==> src/rtl/lms_sample_pairer.sv <==
// lms_sample_pairer: buffers reference and microphone samples in two
// independent FIFOs and issues them as time-aligned pairs to an LMS
// adaptive filter, spacing issues at least MIN_GAP clocks apart.
// Optional feature macro: LMS_PAIRER_STATS_EN adds a 16-bit pair_cnt output.
module lms_sample_pairer #(
    parameter int unsigned DEPTH   = 8,
    parameter int unsigned MIN_GAP = 272
) (
    input  logic        clk,
    input  logic        rst,
    input  logic [15:0] ref_data,
    input  logic        ref_valid,
    input  logic [15:0] mic_data,
    input  logic        mic_valid,
    output logic [15:0] filter_in,
    output logic        filter_en,
    output logic [15:0] desired_in,
    output logic        desired_en,
    input  logic        ovf_clr,
    output logic        ref_overflow,
    output logic        mic_overflow,
    output logic        resync
`ifdef LMS_PAIRER_STATS_EN
    ,
    output logic [15:0] pair_cnt
`endif
);

    localparam int unsigned AW   = (DEPTH > 1) ? $clog2(DEPTH) : 1;
    localparam int unsigned CNTW = AW + 1;
    localparam int unsigned CW   = $clog2(MIN_GAP);
    localparam logic [CW-1:0] GAP_LOAD = CW'(MIN_GAP - 3);

    typedef enum logic [1:0] {
        IDLE,
        ISSUE,
        GAP
    } state_t;

    state_t state_q, state_d;
    logic [CW-1:0] gap_q, gap_d;

    logic [15:0] ref_mem [DEPTH];
    logic [15:0] mic_mem [DEPTH];

    logic [AW-1:0]   ref_wp_q, ref_wp_d, ref_rp_q, ref_rp_d;
    logic [AW-1:0]   mic_wp_q, mic_wp_d, mic_rp_q, mic_rp_d;
    logic [CNTW-1:0] ref_cnt_q, ref_cnt_d, mic_cnt_q, mic_cnt_d;

    logic [15:0] filter_in_q, desired_in_q;
    logic        en_q;
    logic        ref_ovf_q, ref_ovf_d, mic_ovf_q, mic_ovf_d;

    logic ref_full, ref_empty, mic_full, mic_empty;
    logic flush, pop, capture;
    logic ref_push, mic_push, ref_drop, mic_drop;

    assign ref_full  = (ref_cnt_q == CNTW'(DEPTH));
    assign mic_full  = (mic_cnt_q == CNTW'(DEPTH));
    assign ref_empty = (ref_cnt_q == '0);
    assign mic_empty = (mic_cnt_q == '0);

    // A channel that fills while its partner stays empty means the streams
    // have lost alignment; both FIFOs are discarded to restart pairing.
    assign flush = (ref_full && mic_empty) || (mic_full && ref_empty);
    assign pop   = (state_q == ISSUE);

    // Push arbitration: flush wins, a full FIFO accepts only alongside a pop.
    always_comb begin
        ref_push = ref_valid && !flush && (!ref_full || pop);
        mic_push = mic_valid && !flush && (!mic_full || pop);
        ref_drop = ref_valid && !flush && ref_full && !pop;
        mic_drop = mic_valid && !flush && mic_full && !pop;
    end

    // Pointer and occupancy next-state for both FIFOs.
    always_comb begin
        ref_wp_d  = ref_wp_q;
        ref_rp_d  = ref_rp_q;
        ref_cnt_d = ref_cnt_q;
        mic_wp_d  = mic_wp_q;
        mic_rp_d  = mic_rp_q;
        mic_cnt_d = mic_cnt_q;
        if (flush) begin
            ref_wp_d  = '0;
            ref_rp_d  = '0;
            ref_cnt_d = '0;
            mic_wp_d  = '0;
            mic_rp_d  = '0;
            mic_cnt_d = '0;
        end else begin
            ref_wp_d  = ref_wp_q + AW'(ref_push);
            ref_rp_d  = ref_rp_q + AW'(pop);
            ref_cnt_d = ref_cnt_q + CNTW'(ref_push) - CNTW'(pop);
            mic_wp_d  = mic_wp_q + AW'(mic_push);
            mic_rp_d  = mic_rp_q + AW'(pop);
            mic_cnt_d = mic_cnt_q + CNTW'(mic_push) - CNTW'(pop);
        end
    end

    // Issue FSM next-state; heads are captured on entry to ISSUE so the
    // registered outputs and the en pulse line up in the ISSUE cycle.
    always_comb begin
        state_d = state_q;
        gap_d   = gap_q;
        capture = 1'b0;
        case (state_q)
            IDLE: begin
                if (!ref_empty && !mic_empty) begin
                    state_d = ISSUE;
                    capture = 1'b1;
                end
            end
            ISSUE: begin
                state_d = GAP;
                gap_d   = GAP_LOAD;
            end
            GAP: begin
                if (gap_q == '0) begin
                    state_d = IDLE;
                end else begin
                    gap_d = gap_q - CW'(1);
                end
            end
            default: state_d = IDLE;
        endcase
    end

    // Sticky overflow flags; a same-cycle set overrides the clear.
    always_comb begin
        ref_ovf_d = ref_drop || (ref_ovf_q && !ovf_clr);
        mic_ovf_d = mic_drop || (mic_ovf_q && !ovf_clr);
    end

    // Sample storage; contents need no reset since occupancy gates reads.
    always_ff @(posedge clk) begin
        if (ref_push) ref_mem[ref_wp_q] <= ref_data;
        if (mic_push) mic_mem[mic_wp_q] <= mic_data;
    end

    // State, pointers, flags and output registers.
    always_ff @(posedge clk or posedge rst) begin
        if (rst) begin
            state_q      <= IDLE;
            gap_q        <= '0;
            ref_wp_q     <= '0;
            ref_rp_q     <= '0;
            ref_cnt_q    <= '0;
            mic_wp_q     <= '0;
            mic_rp_q     <= '0;
            mic_cnt_q    <= '0;
            filter_in_q  <= '0;
            desired_in_q <= '0;
            en_q         <= 1'b0;
            ref_ovf_q    <= 1'b0;
            mic_ovf_q    <= 1'b0;
        end else begin
            state_q   <= state_d;
            gap_q     <= gap_d;
            ref_wp_q  <= ref_wp_d;
            ref_rp_q  <= ref_rp_d;
            ref_cnt_q <= ref_cnt_d;
            mic_wp_q  <= mic_wp_d;
            mic_rp_q  <= mic_rp_d;
            mic_cnt_q <= mic_cnt_d;
            en_q      <= capture;
            ref_ovf_q <= ref_ovf_d;
            mic_ovf_q <= mic_ovf_d;
            if (capture) begin
                filter_in_q  <= ref_mem[ref_rp_q];
                desired_in_q <= mic_mem[mic_rp_q];
            end
        end
    end

`ifdef LMS_PAIRER_STATS_EN
    logic [15:0] pair_cnt_q;

    // Issued-pair counter, wraps naturally at 16 bits.
    always_ff @(posedge clk or posedge rst) begin
        if (rst) begin
            pair_cnt_q <= '0;
        end else if (capture) begin
            pair_cnt_q <= pair_cnt_q + 16'd1;
        end
    end

    assign pair_cnt = pair_cnt_q;
`endif

    assign filter_in    = filter_in_q;
    assign desired_in   = desired_in_q;
    assign filter_en    = en_q;
    assign desired_en   = en_q;
    assign ref_overflow = ref_ovf_q;
    assign mic_overflow = mic_ovf_q;
    assign resync       = flush;

endmodule

==> config.mk <==
export PLATFORM = sky130hd
export DESIGN_NAME = lms_sample_pairer
export DESIGN_NICKNAME = d
export VERILOG_FILES = /design/src/rtl/lms_sample_pairer.sv
export SDC_FILE = /design/constraint.sdc
export NUM_CORES = 1
export LEC_CHECK = 0
export CAP_MARGIN = 20
export CORE_AREA = 5 5 207 149
export DETAILED_ROUTE_END_ITERATION = 8
export DIE_AREA = 0 0 212 154
export GPL_TIMING_DRIVEN = 0
export SYNTH_ARGS = -nofsm -noshare
export SYNTH_HDL_FRONTEND = slang
export SYNTH_SLANG_ARGS = --single-unit
==> constraint.sdc <==
create_clock -name clk -period 3.25 [get_ports clk]
set_input_delay 0.4875 -clock clk [delete_from_list [all_inputs] [get_ports clk]]
set_output_delay 0.4875 -clock clk [all_outputs]
set_load 0.02 [all_outputs]
# Yosys cells after proc, flatten, opt, wreduce, memory -nomap -nowiden
# Memories as Yosys holds them, arrays and structs flattened. A register that Yosys moved wholly into a read port is not among the register bits.
# Cells that the tools add are included.
[word_totals]
out_inout_bits = 37
ram_bits = 256
input_bits = 37
word_cells = 78
memories = 2
reg_bits = 34
[classes]
n_addsub = 9
n_eq_ne = 7
mux = 17
reduce_logical = 32
[memory_table]
columns = ["name", "words", "width", "rd", "rd_clocked_by_memory_dff", "write_ports", "line", "rtl"]
rows = [
  ["mic_mem", 8, 16, 1, 1, 1, "44", "logic [15:0] mic_mem [DEPTH];"],
  ["ref_mem", 8, 16, 1, 1, 1, "43", "logic [15:0] ref_mem [DEPTH];"],
]
[op_table]
columns = ["operator", "count"]
rows = [
  ["$pmux 9 s2", 1],
  ["$logic_and 1x1->1", 13],
  ["$add 3x1->3", 4],
  ["$mux 3", 4],
  ["$logic_not 9->1", 1],
  ["$mux 9", 1],
  ["$sub 9x1->9 const B", 1],
  ["$add 4x1->4", 2],
  ["$eq 4x4->1 const B", 2],
  ["$logic_not 4->1", 2],
  ["$mux 4", 2],
  ["$sub 4x1->4", 2],
  ["$logic_not 1->1", 7],
  ["$mux 1", 6],
  ["$ne 2x2->1 const B", 3],
  ["$pmux 2 s3", 1],
  ["$logic_or 1x1->1", 5],
  ["$mux 2", 2],
  ["$reduce_and 2->1", 2],
  ["$eq 2x1->1 const B", 1],
  ["$eq 2x2->1 const B", 1],
  ["$logic_not 2->1", 1],
  ["$reduce_bool 2->1", 1],
]

# Depth between registers and ports, before layout
[depth]
ltp_word = 9
depth_mapped = 13
depth_no_buf = 12

# Worst setup path before layout
# Ideal clock, no wire load.
[synth_timing]
kind = "register to register"
from = "register ref_cnt_q[2]"
to = "memory ref_mem[0][0] (enable)"
slack_ns = 0.023
required_ns = 2.820
stages_incl_launch_ff = 8
arrival_time_ns = 2.797
period_less_slack_ns = 3.227
cell_sequence = "dfrtp_1 > inv_1 > ha_1 > a22o_1 > nand3_1 > buf_2 > nand3_1 > nor4_1"
[synth_between]
elab_chain_cells = 8
[synth_lines]
columns = ["element", "line", "rtl"]
rows = [
  ["start, declared", "48", "logic [CNTW-1:0] ref_cnt_q, ref_cnt_d, mic_cnt_q, mic_cnt_d;"],
  ["start signal, assigned", "162", "ref_cnt_q <= ref_cnt_d;"],
  ["$eq 4x4->1 or $logic_not 4->1 (tied branches)", "58, 60", ""],
  ["$logic_and 1x1->1", "65", "assign flush = (ref_full && mic_empty) || (mic_full && ref_empty);"],
  ["$logic_or 1x1->1", "65", ""],
  ["$logic_not 1->1", "70", "ref_push = ref_valid && !flush && (!ref_full || pop);"],
  ["$logic_and 1x1->1", "70", ""],
  ["$logic_and 1x1->1 (*)", "70", ""],
  ["$mux 1 (*)", "137", "if (ref_push) ref_mem[ref_wp_q] <= ref_data;"],
  ["$mux 1 (not written as such) (*)", "137", ""],
  ["end, declared", "43", ""],
]
# Every way passes the cells marked *; elsewhere a longest branch is shown, timed or not.

# Worst setup path in the final report
[layout_timing]
from = "register ref_cnt_q[2]"
to = "output port resync"
[layout_between]
elab_chain_cells = 3
[layout_lines]
columns = ["element", "line", "rtl"]
rows = [
  ["$eq 4x4->1 or $logic_not 4->1 (tied branches)", "58, 60", ""],
  ["$logic_and 1x1->1", "65", ""],
  ["$logic_or 1x1->1 (*)", "65", ""],
  ["end, declared", "22", "output logic resync"],
]
# Marked as above.

==> flow_metrics.env <==
export IMPL_reg2reg_to="ref_cnt_q[2]$_DFF_PP0_"
export IMPL_clkTransAtPathRegs_ps=60
export IMPL_slowest_stage="clkdlybuf4s50_1"
export IMPL_fin_cells=1194
export IMPL_yosysSeqAreaShare=0.741
export IMPL_skew_ps=10.2
export IMPL_die_y_um=154
export IMPL_synth_cells=660
export IMPL_post_route_drc_count=0
export IMPL_vdd_ir_drop_max_v=0.000332
export IMPL_ys_flop_type="edfxtp_1"
export IMPL_p_leak_nw=5.43
export IMPL_grt_ovfl_total=0
export IMPL_powerDensity_mw_per_mm2=757
export IMPL_cts_root_buf="clkbuf_16"
export IMPL_multi_input_area_mm2=0.00306
export IMPL_final_nets=850
export IMPL_vias=6268
export IMPL_synth_edf_count=256
export IMPL_synth_distinct_cells=38
export IMPL_rsz0062_at_grt="no"
export IMPL_syn_nets=720
export IMPL_grt_pass1_wl_mm=40.2
export IMPL_cap_violations=0
export IMPL_syn_cell_area_mm2=0.0126
export IMPL_setup_violations_final=0
export IMPL_outcome="finished clean"
export IMPL_drv_slew=0
export IMPL_core_area_mm2=0.0286
export IMPL_path_delay_family="buffers and inverters"
export IMPL_timing_fmax_mhz=326
export IMPL_max_stage_delay_ps=620
export IMPL_fin_util=0.540
export IMPL_wl_mm=25.4
export IMPL_rows=52
export IMPL_cp_start_kind="register"
export IMPL_hold_viol=0
export IMPL_fin_crit_ps=3070
export IMPL_yosys_warnings=0
export IMPL_dp_hpwl_mm=17.1
export IMPL_arrival_ps=2580
export IMPL_async_flop_share=0.205
export IMPL_io_pins=74
export IMPL_dp_cells=1132
export IMPL_critPathCapture="resync"
export IMPL_seqCellArea_mm2=0.00934
export IMPL_cp_depth=7
export IMPL_startpoint="ref_cnt_q[2]$_DFF_PP0_"
export IMPL_worstPathMaxFanout=10
export IMPL_place_gp_congestion=0.766
export IMPL_ctsLongestPathBuffers=3
export IMPL_io_buffers=73
export IMPL_cts_tree="done"
export IMPL_firstDrtPassIters=5
export IMPL_crit_required_ps=2760
export IMPL_ys_ff_latch=322
export IMPL_fillers=2200
export IMPL_timing_final_crit_share=0.943
export IMPL_worstPathCellList="inv_1 -> ha_1 -> a22o_1 -> nand3_1 -> buf_2 -> clkinvlp_4 -> clkdlybuf4s50_1"
export IMPL_die_w_um=212
export IMPL_p_total_mw=11.7
export IMPL_start_util=0.441
export IMPL_ant_nets=0
export IMPL_worstSetupPathType="register to output pin"
export IMPL_r2r_start="ref_cnt_q[2]$_DFF_PP0_"
export IMPL_n_antenna_cell=0
export IMPL_r2r_slack_ps=480
export IMPL_cts_made_buffers=34
export IMPL_syn_area_per_cell_um2=19.1
export IMPL_grt_max_degree=54
export IMPL_final_setup_tns_ps=0
export IMPL_critPathCaptureType="output pin"
export IMPL_tightest_slew_ps=859
export IMPL_fin_hold_ws_ps=277
export IMPL_grt_usage=0.161
export IMPL_drt_iter0_drc=399
export IMPL_relSlewSlack=0.424
export IMPL_syn_to_final_growth_pct=22.4
export IMPL_viasPerCell=5.25
export IMPL_reg2regPathDepth=12
export IMPL_h_tree_depth=2
export IMPL_post_cts_setup_buffers=0
export IMPL_insertion_delay_ps=500
export IMPL_design_die_area_mm2=0.0326
export IMPL_cts_sink_count=322
export IMPL_antenna_found_initial=0
export IMPL_worst_path_buf_inv=4
export IMPL_hold_path_class="input port to asynchronous set/reset pin"
export IMPL_wl_per_cell_um=21.2
export IMPL_grt_pass1_vias=6887
export IMPL_layout_drive_gt1_share=0.223
==> Yosys cell counts (9+ instances only) <==
master / number / area share
and2_1: 12 / 0.0060
buf_2: 18 / 0.0071
dfrtp_1: 66 / 0.13
edfxtp_1: 256 / 0.61
ha_1: 21 / 0.021
inv_1: 21 / 0.0063
mux2i_1: 37 / 0.029
mux4_2: 64 / 0.11
nand2_1: 43 / 0.013
nor2_1: 20 / 0.0060
o21ai_1: 32 / 0.013
xnor2_1: 9 / 0.0063
==> cell usage in the layout (no fill, tap or decap), types with 12 or more instances in the layout <==
cell and count:
ha_1 21, mux4_2 64, mux2i_1 37, edfxtp_1 256, clkbuf_16 37, buf_2 18
clkdlybuf4s50_1 73, o21ai_1 32, nand2_1 43, clkbuf_1 13, and2_1 12, inv_1 20
dfrtp_1 66, buf_6 12
==> cells by family after synthesis <==
family          Yosys count  synth area share
flops                   322             0.741
simple gates            106            0.0421
mux                     101             0.144
buf+inv                  52            0.0211
compound gates           47            0.0216
fa+ha+maj                23            0.0240
xor+xnor                  9           0.00626
==> metal layers <==
layer	global-route usage	share of wire	wire (µm)
met1	0.242	0.47	12000
met2	0.247	0.47	11900
met3	0.0303	0.041	1050
met4	0.0368	0.015	386
met5	0	0	0
==> power breakdown <==
group          switching [mW]  internal, mW
logic                    1.17          1.15
clock network            1.49          2.59
registers               0.189          5.09
==> worst min path at each step <==
stage	depth (start not counted)	from	slack, ps	endpoint
global placement	2	desired_in[13]$_DFFE_PP0P_	470	desired_in[13]$_DFFE_PP0P_
floorplan	1	gap_q[0]$_DFFE_PP0P_	460	gap_q[0]$_DFFE_PP0P_
global route	2	rst	290	filter_in[12]$_DFFE_PP0P_
CTS	2	rst	270	filter_in[12]$_DFFE_PP0P_
detailed placement	2	filter_in[5]$_DFFE_PP0P_	480	filter_in[5]$_DFFE_PP0P_
finish	2	rst	280	filter_in[12]$_DFFE_PP0P_
==> timing repair <==
| item | in CTS | in global routing |
|---|---|---|
| endpoints found under the setup margin | 0 | 1 |
| resized for setup | 0 | 1 |
| hold buffers | 0 | 0 |
==> per-stage QoR <==
step                      setup slack [ps]  area [µm²]
after global routing                  34.9       15400
after global placement               -1460       13800
final                                  185       15400
after CTS                             48.4       15400
after floorplan                       22.7       12600
after detailed placement               474       14200
==> area by class of cell <==
class / count / area share
inverter: 22 / 0.00576
tap: 378 / 0.0306
clock buffer: 47 / 0.0637
multi-input combinational: 286 / 0.198
sequential: 322 / 0.605
buffer: 30 / 0.0119
clock inverter: 15 / 0.0142
timing repair buffer: 94 / 0.0705
==> worst register-to-register path, stage by stage, from the launching register on <==
cell and delay (ps):
dfrtp_1 320, inv_1 70, ha_1 220, a22o_1 230, nand3_1 80, buf_2 240, nand3_1 290, ha_1 370
inv_1 40, ha_1 190, fa_1 390, xnor2_1 160, nor2_1 50
==> flip-flops by register name, summed over array words and instances (netlist names) <==
name and cells:
mic_overflow 1, ref_rp_q 3, gap_q 9, mic_mem 128, ref_wp_q 3, desired_in 16
mic_wp_q 3, desired_en 1, ref_cnt_q 4, filter_in 16, mic_cnt_q 4, state_q 2
mic_rp_q 3, ref_overflow 1, ref_mem 128
Power figures use the tool's default switching activity.
